`src/rtl/simon_ctrl_pkg.sv`:
```
// Shared constants for the Simon 64/128 block sequencer and its core.
// Holds widths, round count, the z3 key-schedule sequence and FSM state codes.
package simon_ctrl_pkg;

    localparam int unsigned NDefault          = 32;
    localparam int unsigned MDefault          = 4;
    localparam int unsigned BlkW              = 2 * NDefault;
    localparam int unsigned KeyW              = NDefault * MDefault;
    localparam int unsigned TimeoutCycDefault = 1024;
    localparam int unsigned Rounds            = 44;

    // z3 constant sequence, bit i of the sequence stored at index i
    localparam logic [61:0] ZSeq =
        62'b11110000101100111001010001001000000111101001100011010111011011;

    typedef logic [2:0] state_t;

    localparam state_t StIdle  = 3'd0;
    localparam state_t StCrst  = 3'd1;
    localparam state_t StStart = 3'd2;
    localparam state_t StWait  = 3'd3;
    localparam state_t StOut   = 3'd4;

endpackage

```
`src/rtl/simon_core.sv`:
```
// Iterative Simon 64/128 core: one round per cycle, key schedule expanded on the fly.
// Protocol: rst clears, an en pulse loads pt/key, done rises after the last round.
module simon_core
    import simon_ctrl_pkg::*;
#(
    parameter int unsigned n = 32,
    parameter int unsigned m = 4
) (
    input  logic             clk,
    input  logic             rst,
    input  logic             en,
    input  logic [n*m-1:0]   key,
    input  logic [2*n-1:0]   pt,
    output logic [2*n-1:0]   ct,
    output logic             done
);

    function automatic logic [n-1:0] rol(input logic [n-1:0] v, input int unsigned s);
        return (v << s) | (v >> (n - s));
    endfunction

    logic [n-1:0] x_q, y_q;
    logic [n-1:0] k_q [m];
    logic [5:0]   round_q;
    logic         run_q, done_q;
    logic [n-1:0] f, kt, k_next;

    // k_q[0] is the current round key, k_q[m-1] the newest expanded word
    always_comb begin
        f      = (rol(x_q, 1) & rol(x_q, 8)) ^ rol(x_q, 2);
        kt     = rol(k_q[m-1], n - 3) ^ k_q[1];
        kt     = kt ^ rol(kt, n - 1);
        k_next = ~k_q[0] ^ kt ^ {{(n-1){1'b0}}, ZSeq[round_q]} ^ {{(n-2){1'b0}}, 2'b11};
    end

    always_ff @(posedge clk) begin
        if (rst) begin
            x_q     <= '0;
            y_q     <= '0;
            round_q <= '0;
            run_q   <= 1'b0;
            done_q  <= 1'b0;
            for (int unsigned i = 0; i < m; i++) k_q[i] <= '0;
        end else if (en) begin
            x_q     <= pt[2*n-1:n];
            y_q     <= pt[n-1:0];
            round_q <= '0;
            run_q   <= 1'b1;
            done_q  <= 1'b0;
            for (int unsigned i = 0; i < m; i++) k_q[i] <= key[i*n +: n];
        end else if (run_q) begin
            x_q     <= y_q ^ f ^ k_q[0];
            y_q     <= x_q;
            for (int unsigned i = 0; i < m - 1; i++) k_q[i] <= k_q[i+1];
            k_q[m-1] <= k_next;
            round_q  <= round_q + 6'd1;
            if (round_q == 6'(Rounds - 1)) begin
                run_q  <= 1'b0;
                done_q <= 1'b1;
            end
        end
    end

    assign ct   = {x_q, y_q};
    assign done = done_q;

endmodule

```
`src/rtl/simon_block_ctrl.sv`:
```
// Block sequencer around simon_core: key/IV holding, core pulse protocol, valid/ready output.
// Optional WAIT watchdog with sticky err is enabled by defining SIMON_CTRL_TIMEOUT_EN.
module simon_block_ctrl
    import simon_ctrl_pkg::*;
#(
    parameter int unsigned N           = NDefault,
    parameter int unsigned M           = MDefault,
    parameter int unsigned TIMEOUT_CYC = TimeoutCycDefault
) (
    input  logic             clk,
    input  logic             rst,
    input  logic [N*M-1:0]   key_in,
    input  logic             key_load,
    input  logic [2*N-1:0]   iv_in,
    input  logic             iv_load,
    input  logic             chain_en,
    input  logic             in_valid,
    output logic             in_ready,
    input  logic [2*N-1:0]   in_data,
    output logic             out_valid,
    input  logic             out_ready,
    output logic [2*N-1:0]   out_data,
    output logic             busy,
    output logic [15:0]      blk_count,
    output logic             err
);

    state_t           state_q;
    logic [N*M-1:0]   key_q;
    logic [2*N-1:0]   chain_q, pt_q, out_data_q, core_ct;
    logic             out_valid_q;
    logic [15:0]      cnt_q;
    logic             core_rst, core_en, core_done;

`ifdef SIMON_CTRL_TIMEOUT_EN
    logic [31:0]      wd_q;
    logic             err_q;
    assign err = err_q;
`else
    assign err = 1'b0;
`endif

    // A load pulse steals the cycle so key/IV never change under an accepted block
    assign in_ready  = (state_q == StIdle) && !key_load && !iv_load;
    assign busy      = (state_q != StIdle);
    assign out_valid = out_valid_q;
    assign out_data  = out_data_q;
    assign blk_count = cnt_q;
    assign core_rst  = rst || (state_q == StCrst);
    assign core_en   = (state_q == StStart);

    always_ff @(posedge clk) begin
        if (rst) begin
            state_q     <= StIdle;
            key_q       <= '0;
            chain_q     <= '0;
            pt_q        <= '0;
            out_data_q  <= '0;
            out_valid_q <= 1'b0;
            cnt_q       <= '0;
`ifdef SIMON_CTRL_TIMEOUT_EN
            wd_q        <= '0;
            err_q       <= 1'b0;
`endif
        end else begin
            case (state_q)
                StIdle: begin
                    if (key_load) key_q <= key_in;
                    if (iv_load) chain_q <= iv_in;
                    if (in_valid && in_ready) begin
                        pt_q    <= in_data ^ (chain_en ? chain_q : '0);
                        state_q <= StCrst;
                    end
                end
                StCrst: state_q <= StStart;
                StStart: begin
                    state_q <= StWait;
`ifdef SIMON_CTRL_TIMEOUT_EN
                    wd_q    <= '0;
`endif
                end
                StWait: begin
                    if (core_done) begin
                        out_data_q  <= core_ct;
                        out_valid_q <= 1'b1;
                        cnt_q       <= cnt_q + 16'd1;
                        state_q     <= StOut;
                    end
`ifdef SIMON_CTRL_TIMEOUT_EN
                    else if (wd_q == 32'(TIMEOUT_CYC - 1)) begin
                        err_q   <= 1'b1;
                        state_q <= StIdle;
                    end else begin
                        wd_q <= wd_q + 32'd1;
                    end
`endif
                end
                StOut: begin
                    if (out_ready) begin
                        chain_q     <= out_data_q;
                        out_valid_q <= 1'b0;
                        state_q     <= StIdle;
                    end
                end
                default: state_q <= StIdle;
            endcase
        end
    end

    simon_core #(
        .n (N),
        .m (M)
    ) u_core (
        .clk  (clk),
        .rst  (core_rst),
        .en   (core_en),
        .key  (key_q),
        .pt   (pt_q),
        .ct   (core_ct),
        .done (core_done)
    );

endmodule

```
`config.mk`:
```
export PLATFORM = sky130hd
export DESIGN_NAME = simon_block_ctrl
export DESIGN_NICKNAME = d
export VERILOG_FILES = /design/src/rtl/simon_ctrl_pkg.sv /design/src/rtl/simon_core.sv /design/src/rtl/simon_block_ctrl.sv
export SDC_FILE = /design/constraint.sdc
export NUM_CORES = 1
export LEC_CHECK = 0
export CAP_MARGIN = 20
export CORE_MARGIN = 3
export CORE_UTILIZATION = 44
export CTS_CLUSTER_DIAMETER = 30
export DETAILED_ROUTE_END_ITERATION = 8
export PLACE_DENSITY = 0.71
export SYNTH_ARGS = -nofsm -noshare
export SYNTH_HDL_FRONTEND = slang
export SYNTH_SLANG_ARGS = --single-unit
```
`constraint.sdc`:
```
create_clock -name clk -period 6 [get_ports clk]
set_input_delay 0.6 -clock clk [delete_from_list [all_inputs] [get_ports clk]]
set_output_delay 0.6 -clock clk [all_outputs]
set_load 0.005 [all_outputs]
```
==> impl_metrics.json, run 1 <==
{
  "status": "complete, no violations",
  "cts_sinks": 541,
  "r2r_cells": 6,
  "setup-violations-final": 0,
  "hold_class": "reg2reg",
  "tns_ns": 0,
  "htreeDepth": 3,
  "critPathLaunchType": "register",
  "diodes": 0,
  "dp_hpwl_um": 48150,
  "fin_area_um2": 31190,
  "layout_commonest_cell": "nand2_1",
  "yosys_warnings": 0,
  "drtIter0Drc": 1584,
  "max_clock_freq_mhz": 322.3,
  "antenna_found_initial": 0,
  "die_area_um2": 57090,
  "postSynthCellCount": 2482,
  "cp_data_arrival_time_ns": 3.63,
  "vias_per_cell": 5.442,
  "area_growth_pct": 30.63,
  "worstPathBufferInverterCount": 1,
  "die_w_um": 238.9,
  "cts.path.max_buffers": 3,
  "cts_buffers": 105,
  "worstPathRequired_ns": 6.53,
  "placedCellCount": 3347,
  "rsz0062_at_grt": "no",
  "power_density_nw_per_um2": 363.7,
  "synth_edf_count": 128,
  "max-cap-violations": 0,
  "ys_dominant_reg_cell": "dfxtp_1",
  "drc": 0,
  "wl_per_cell_um": 19.84,
  "grtUsageTotal": 0.2407,
  "cts_hold_buffers": 0,
  "placedInstanceArea_um2": 27460,
  "ctsRootBufferMaster": "clkbuf_16",
  "grt_pass1_wl_um": 108500,
  "worst_pin_slew_ns": 1.047,
  "cts_tree": "built",
  "portBuffers": 345,
  "start_util": 0.4498,
  "worst_path_max_delay_cell": "buf_4",
  "cp-startpoint": "state_q[1]$_SDFFE_PP0P_",
  "yosysUniqueCellTypes": 59,
  "cts_resized": 0,
  "slew_headroom": 0.3000,
  "mostFrequentLayoutCells": "nand2_1, dfxtp_1, clkdlybuf4s50_1",
  "postRouteAntennaNets": 0,
  "die_h_um": 238.9,
  "critPathTopFamily": "simple AND/OR/NAND/NOR gates",
  "instances_no_fill": 3549,
  "synthesis.area_um2": 23870,
  "ir_drop_mv": 0.1988,
  "r2r-end": "chain_q[63]$_SDFFE_PP0P_",
  "fin_nets": 3036,
  "grt_pass1_vias": 19190,
  "finalWeightedCongestion": 0.8898,
  "regToRegStartpoint": "state_q[1]$_SDFFE_PP0P_",
  "cp.depth": 6,
  "post-place-ws_ns": 2.596,
  "num_rows": 84,
  "endpoint_kind": "register",
  "yosys_register_bits": 541,
  "endpoint": "chain_q[63]$_SDFFE_PP0P_",
  "period_minus_slack_ns": 3.103,
  "power_leakage_nw": 10.89,
  "core_um2": 53080,
  "post-cts-setup-buffers": 0,
  "synth.net_count": 2749,
  "postSynthAreaPerCell_um2": 9.619,
  "hold_viol_final": 0,
  "clkLatencyLatePin_ns": 0.64,
  "overflow": 0,
  "timing.hold.ws_ns": 0.4531,
  "drt-total-wl_um": 70420,
  "dr.pass1.iters": 5,
  "clkTransAtPathRegs_ns": 0.05,
  "crit_chain": "nor3_2 > nand2_1 > nand2_4 > buf_4 > nor2_1 > a211oi_1",
  "yosysSeqAreaShare": 0.5073,
  "synth-async-reset-ratio": 0,
  "slew_violations": 0,
  "critPathMaxStageDelay_ns": 0.72,
  "vias": 19320,
  "r2r_slack_ns": 2.90,
  "io_pins": 347,
  "drive_above_1_share": 0.1021,
  "crit_type": "reg2reg",
  "critPathMaxFanout": 86,
  "fin_skew_ns": 0.02262,
  "grt_max_degree": 150,
  "min_period_over_period": 0.5171,
  "postLayoutSetupSlackWorst_ns": 2.897
}
## where the power goes
part           internal (W)  switching (W)
clock network       0.00382        0.00206
registers           0.00401       0.000239
logic              0.000557       0.000665
total               0.00838        0.00296
## routing by layer
metal,vias to the layer above,global-route usage,routed length [µm]
met3,104,0.04972,5461
met4,0,0.07861,1729
met2,794,0.3870,32640
li1,9208,-,-
met5,-,0,0
met1,9209,0.3257,30590
## synth_stat cells, types with 62 or more instances
| cell | n | area share |
|---|---|---|
| a22o_1 | 144 | 0.053 |
| clkbuf_1 | 73 | 0.011 |
| a21oi_1 | 235 | 0.049 |
| dfxtp_1 | 413 | 0.35 |
| mux2i_1 | 99 | 0.042 |
| nand2_1 | 524 | 0.082 |
| nor2_1 | 201 | 0.032 |
| edfxtp_1 | 128 | 0.16 |
| xnor2_1 | 140 | 0.051 |
| buf_2 | 62 | 0.013 |
| a211oi_1 | 97 | 0.031 |
| xor2_1 | 135 | 0.050 |
## sequential cells by signal (all words and copies together) (netlist names), 16 cells and up, named ones only
signal and count:
key_q 128, u_core.k_q 128, chain_q 64, out_data 64
pt_q 64, u_core.x_q 32, u_core.y_q 32, blk_count 16
## final cells by class
cell class	instances	area, µm²
fill	4286	21890
sequential	541	12120
multi-input combinational	1745	10830
timing repair buffer	369	3706
clock buffer	130	2970
tap	688	860.8
clock inverter	69	675.6
inverter	7	26.28
## stage by stage
step | util | power, W
finish | 0.5876 | 0.01134
global route | 0.5876 | 0.01172
floorplan | - | 0.005034
detailed placement | 0.5173 | 0.005510
global placement | 0.5173 | 0.005479
CTS | 0.5860 | 0.01139
## worst min path at each step
stage | startpoint | to | slack [ns] | cells after the start
4_1_cts | pt_q[40]$_SDFFE_PP0P_ | u_core.x_q[8]$_SDFFE_PP0P_ | 0.45 | 2
3_5_place_dp | pt_q[40]$_SDFFE_PP0P_ | u_core.x_q[8]$_SDFFE_PP0P_ | 0.45 | 2
3_3_place_gp | pt_q[56]$_SDFFE_PP0P_ | u_core.x_q[24]$_SDFFE_PP0P_ | 0.44 | 2
2_1_floorplan | pt_q[11]$_SDFFE_PP0P_ | u_core.y_q[11]$_SDFFE_PP0P_ | 0.43 | 2
5_1_grt | pt_q[45]$_SDFFE_PP0P_ | u_core.x_q[13]$_SDFFE_PP0P_ | 0.46 | 2
6_report | key_q[68]$_SDFFE_PP0P_ | key_q[68]$_SDFFE_PP0P_ | 0.45 | 2
## tightest hold or removal path, stage by stage, from the launching register on
cell,delay (ns)
dfxtp_1,0.30
nand2_1,0.05
a21oi_1,0.05
## cells by family (layout without fill, tap and decap cells)
kind of cell | Yosys count | count (layout) | share of synthesized area
AOI/OAI and AO/OA | 582 | 582 | 0.1758
xor gates and xnor gates | 276 | 276 | 0.1016
adders and majority gates | 4 | 4 | 0.002096
buffers and inverters | 196 | 575 | 0.04067
DFF | 541 | 541 | 0.5073
muxes | 101 | 101 | 0.04245
other | 1 | 1 | 0.0001571
and+or+nand+nor | 781 | 781 | 0.1299
No activity file was read; power rests on OpenSTA's default activity.
==> run 2: changes to the inputs <==
PLACE_DENSITY = 0.73   (was 0.71)
clock period = 2.7 ns   (was 6 ns; I/O delays follow)
==> run 2 against run 1 <==
  * Via count rose by 1.1%
  * Die area unchanged
  * Cell count rose by 0.54%
  * Setup slack worse by 2.8 ns
  * Sequential share of layout area shrank 0.48 points
  * Largest cell class unchanged
==> impl_metrics.json, run 2 (same netlist as run 1, synthesis figures left out) <==
{
  "status": "complete, no violations",
  "min_period_over_period": 0.9678,
  "post-place-ws_ns": 0.07182,
  "endpoint_kind": "output pin",
  "drt-met1-wl_um": 30520,
  "power_switching_w": 0.006488,
  "slew_headroom": 0.3733,
  "io_pins": 347,
  "max_clock_freq_mhz": 382.7,
  "worst_pin_slew_ns": 0.9401,
  "p_seq_frac": 0.371,
  "grt_max_degree": 198,
  "instances_no_fill": 3568,
  "slew_violations": 0,
  "r2r_slack_ns": 0.16,
  "portBuffers": 345,
  "grt_pass1_wl_um": 108400,
  "wl_met3_um": 5328,
  "period_minus_slack_ns": 2.613,
  "critPathTopFamily": "buffers and inverters",
  "grtUsageTotal": 0.2417,
  "die_h_um": 238.9,
  "rsz0062_at_grt": "no",
  "worst_path_max_delay_cell": "clkdlybuf4s50_1",
  "num_rows": 84,
  "wl_met2_um": 32950,
  "htreeDepth": 3,
  "ctsRootBufferMaster": "clkbuf_16",
  "setup-violations-final": 0,
  "ir_drop_mv": 0.5392,
  "core_um2": 53080,
  "clkTransAtPathRegs_ns": 0.05,
  "worstPathBufferInverterCount": 4,
  "grt_pass1_vias": 19310,
  "drc": 0,
  "post-cts-setup-buffers": 0,
  "critPathMaxFanout": 8,
  "mostFrequentLayoutCells": "nand2_1, dfxtp_1, clkdlybuf4s50_1",
  "dp_hpwl_um": 48900,
  "crit_chain": "buf_4 > nor3_2 > buf_4 > inv_2 > nor3_2 > clkdlybuf4s50_1",
  "overflow": 0,
  "clkPwrFrac": 0.519,
  "start_util": 0.4498,
  "fin_skew_ns": 0.02333,
  "postRouteAntennaNets": 0,
  "worstPathRequired_ns": 2.43,
  "critPathLaunchType": "register",
  "reg_top3": "key_q: 128 flops, u_core.k_q: 128 flops",
  "intPower_w": 0.01896,
  "power_leakage_nw": 11.02,
  "fin_nets": 3055,
  "drive_above_1_share": 0.1070,
  "layout_commonest_cell": "nand2_1",
  "dr.pass1.iters": 5,
  "cts.path.max_buffers": 3,
  "die_w_um": 238.9,
  "drt-total-wl_um": 71100,
  "combPwrFrac": 0.110,
  "wl_per_cell_um": 19.93,
  "postLayoutSetupSlackWorst_ns": 0.08682,
  "cts_sinks": 541,
  "antenna_found_initial": 1,
  "crit_type": "reg2out",
  "cts_buffers": 104,
  "placedCellCount": 3368,
  "max-cap-violations": 0,
  "vias_per_cell": 5.475,
  "clkLatencyLatePin_ns": 0.64,
  "tns_ns": 0,
  "finalWeightedCongestion": 0.8829,
  "hold_class": "in2reg",
  "drtIter0Drc": 1389,
  "critPathMaxStageDelay_ns": 0.53,
  "routed.top_layer": "met4",
  "hold_viol_final": 0,
  "swShare": 0.2550,
  "power_density_nw_per_um2": 805.8,
  "die_area_um2": 57090,
  "cts_tree": "built",
  "cp_data_arrival_time_ns": 2.34,
  "area_growth_pct": 32.28,
  "vias": 19530
}
-- run 2: cell count changes in the layout (fill, tap and decap cells not counted), sizes merged, moves of 6 or more --
cell,delta
buf,+19
clkinv,-6
inv,-9
bufinv,+6
clkinvlp,+8
-- run 2: stage by stage --
| stage | hold slack (ns) | utilization | cell area, µm² | power (W) |
|---|---|---|---|---|
| 2_1_floorplan | 0.4060 | - | 23880 | 0.01118 |
| 3_3_place_gp | 0.4362 | 0.5248 | 27850 | 0.01225 |
| 3_5_place_dp | 0.4450 | 0.5248 | 27850 | 0.01232 |
| 4_1_cts | 0.1602 | 0.5943 | 31540 | 0.02557 |
| 5_1_grt | 0.1798 | 0.5949 | 31580 | 0.02629 |
| 6_report | 0.1855 | 0.5950 | 31580 | 0.02545 |
-- run 2: cell type report --
| class | instances | area (µm²) |
|---|---|---|
| Clock buffer | 128 | 2867 |
| Multi-Input combinational cell | 1745 | 10830 |
| Antenna cell | 2 | 5.005 |
| Clock inverter | 68 | 814.5 |
| Fill cell | 4244 | 21500 |
| Sequential cell | 541 | 12120 |
| Inverter | 7 | 26.28 |
| Tap cell | 688 | 860.8 |
| Timing Repair Buffer | 389 | 4056 |
-- run 2: metal layers --
layer | GRT usage | vias to the layer above
li1 | - | 9249
met4 | 0.09657 | 0
met3 | 0.04222 | 129
met2 | 0.3861 | 824
met5 | 0 | -
met1 | 0.3269 | 9332
-- run 2: repair_timing --
| item | 4_1_cts | 5_1_grt |
|---|---|---|
| gates resized for setup | 0 | 2 |
| hold buffers | 1 | 0 |
| hold endpoints to repair | 1 | 0 |
| setup endpoints to repair | 0 | 1 |
-- run 2: worst paths after layout --
check                                endpoint  depth (start not counted)                      startpoint
setup / recovery                     in_ready                          6         state_q[1]$_SDFFE_PP0P_
hold / removal         key_q[87]$_SDFFE_PP0P_                          3                      key_in[87]
setup reg to reg                     register                         10  u_core.round_q[0]$_SDFFE_PP0P_
hold reg to reg   u_core.x_q[19]$_SDFFE_PP0P_                          2           pt_q[51]$_SDFFE_PP0P_
-- run 2: worst reg2reg max path: stages, from the launching register on --
cell	delay, ns
dfxtp_2	0.48
ha_2	0.36
mux2i_1	0.22
nor2_1	0.08
inv_1	0.10
ha_1	0.26
or3b_2	0.20
o211ai_1	0.09
a2111o_1	0.39
o211ai_1	0.10
a22oi_1	0.12
-- run 2: power groups by stage --
stage                     logic, W  clock network (W)  registers [W]
after floorplan            0.00185                  0        0.00933
after global placement     0.00270                  0        0.00955
after detailed placement   0.00275                  0        0.00957
after CTS                  0.00280             0.0133        0.00942
after global routing       0.00304             0.0138        0.00948
final                      0.00280             0.0132        0.00944
==> run 3: changes to the inputs <==
CTS_CLUSTER_SIZE = 24   (was default)
==> results of run 3 <==
No change in the layout: final DEF, timing and power equal those of run 2.
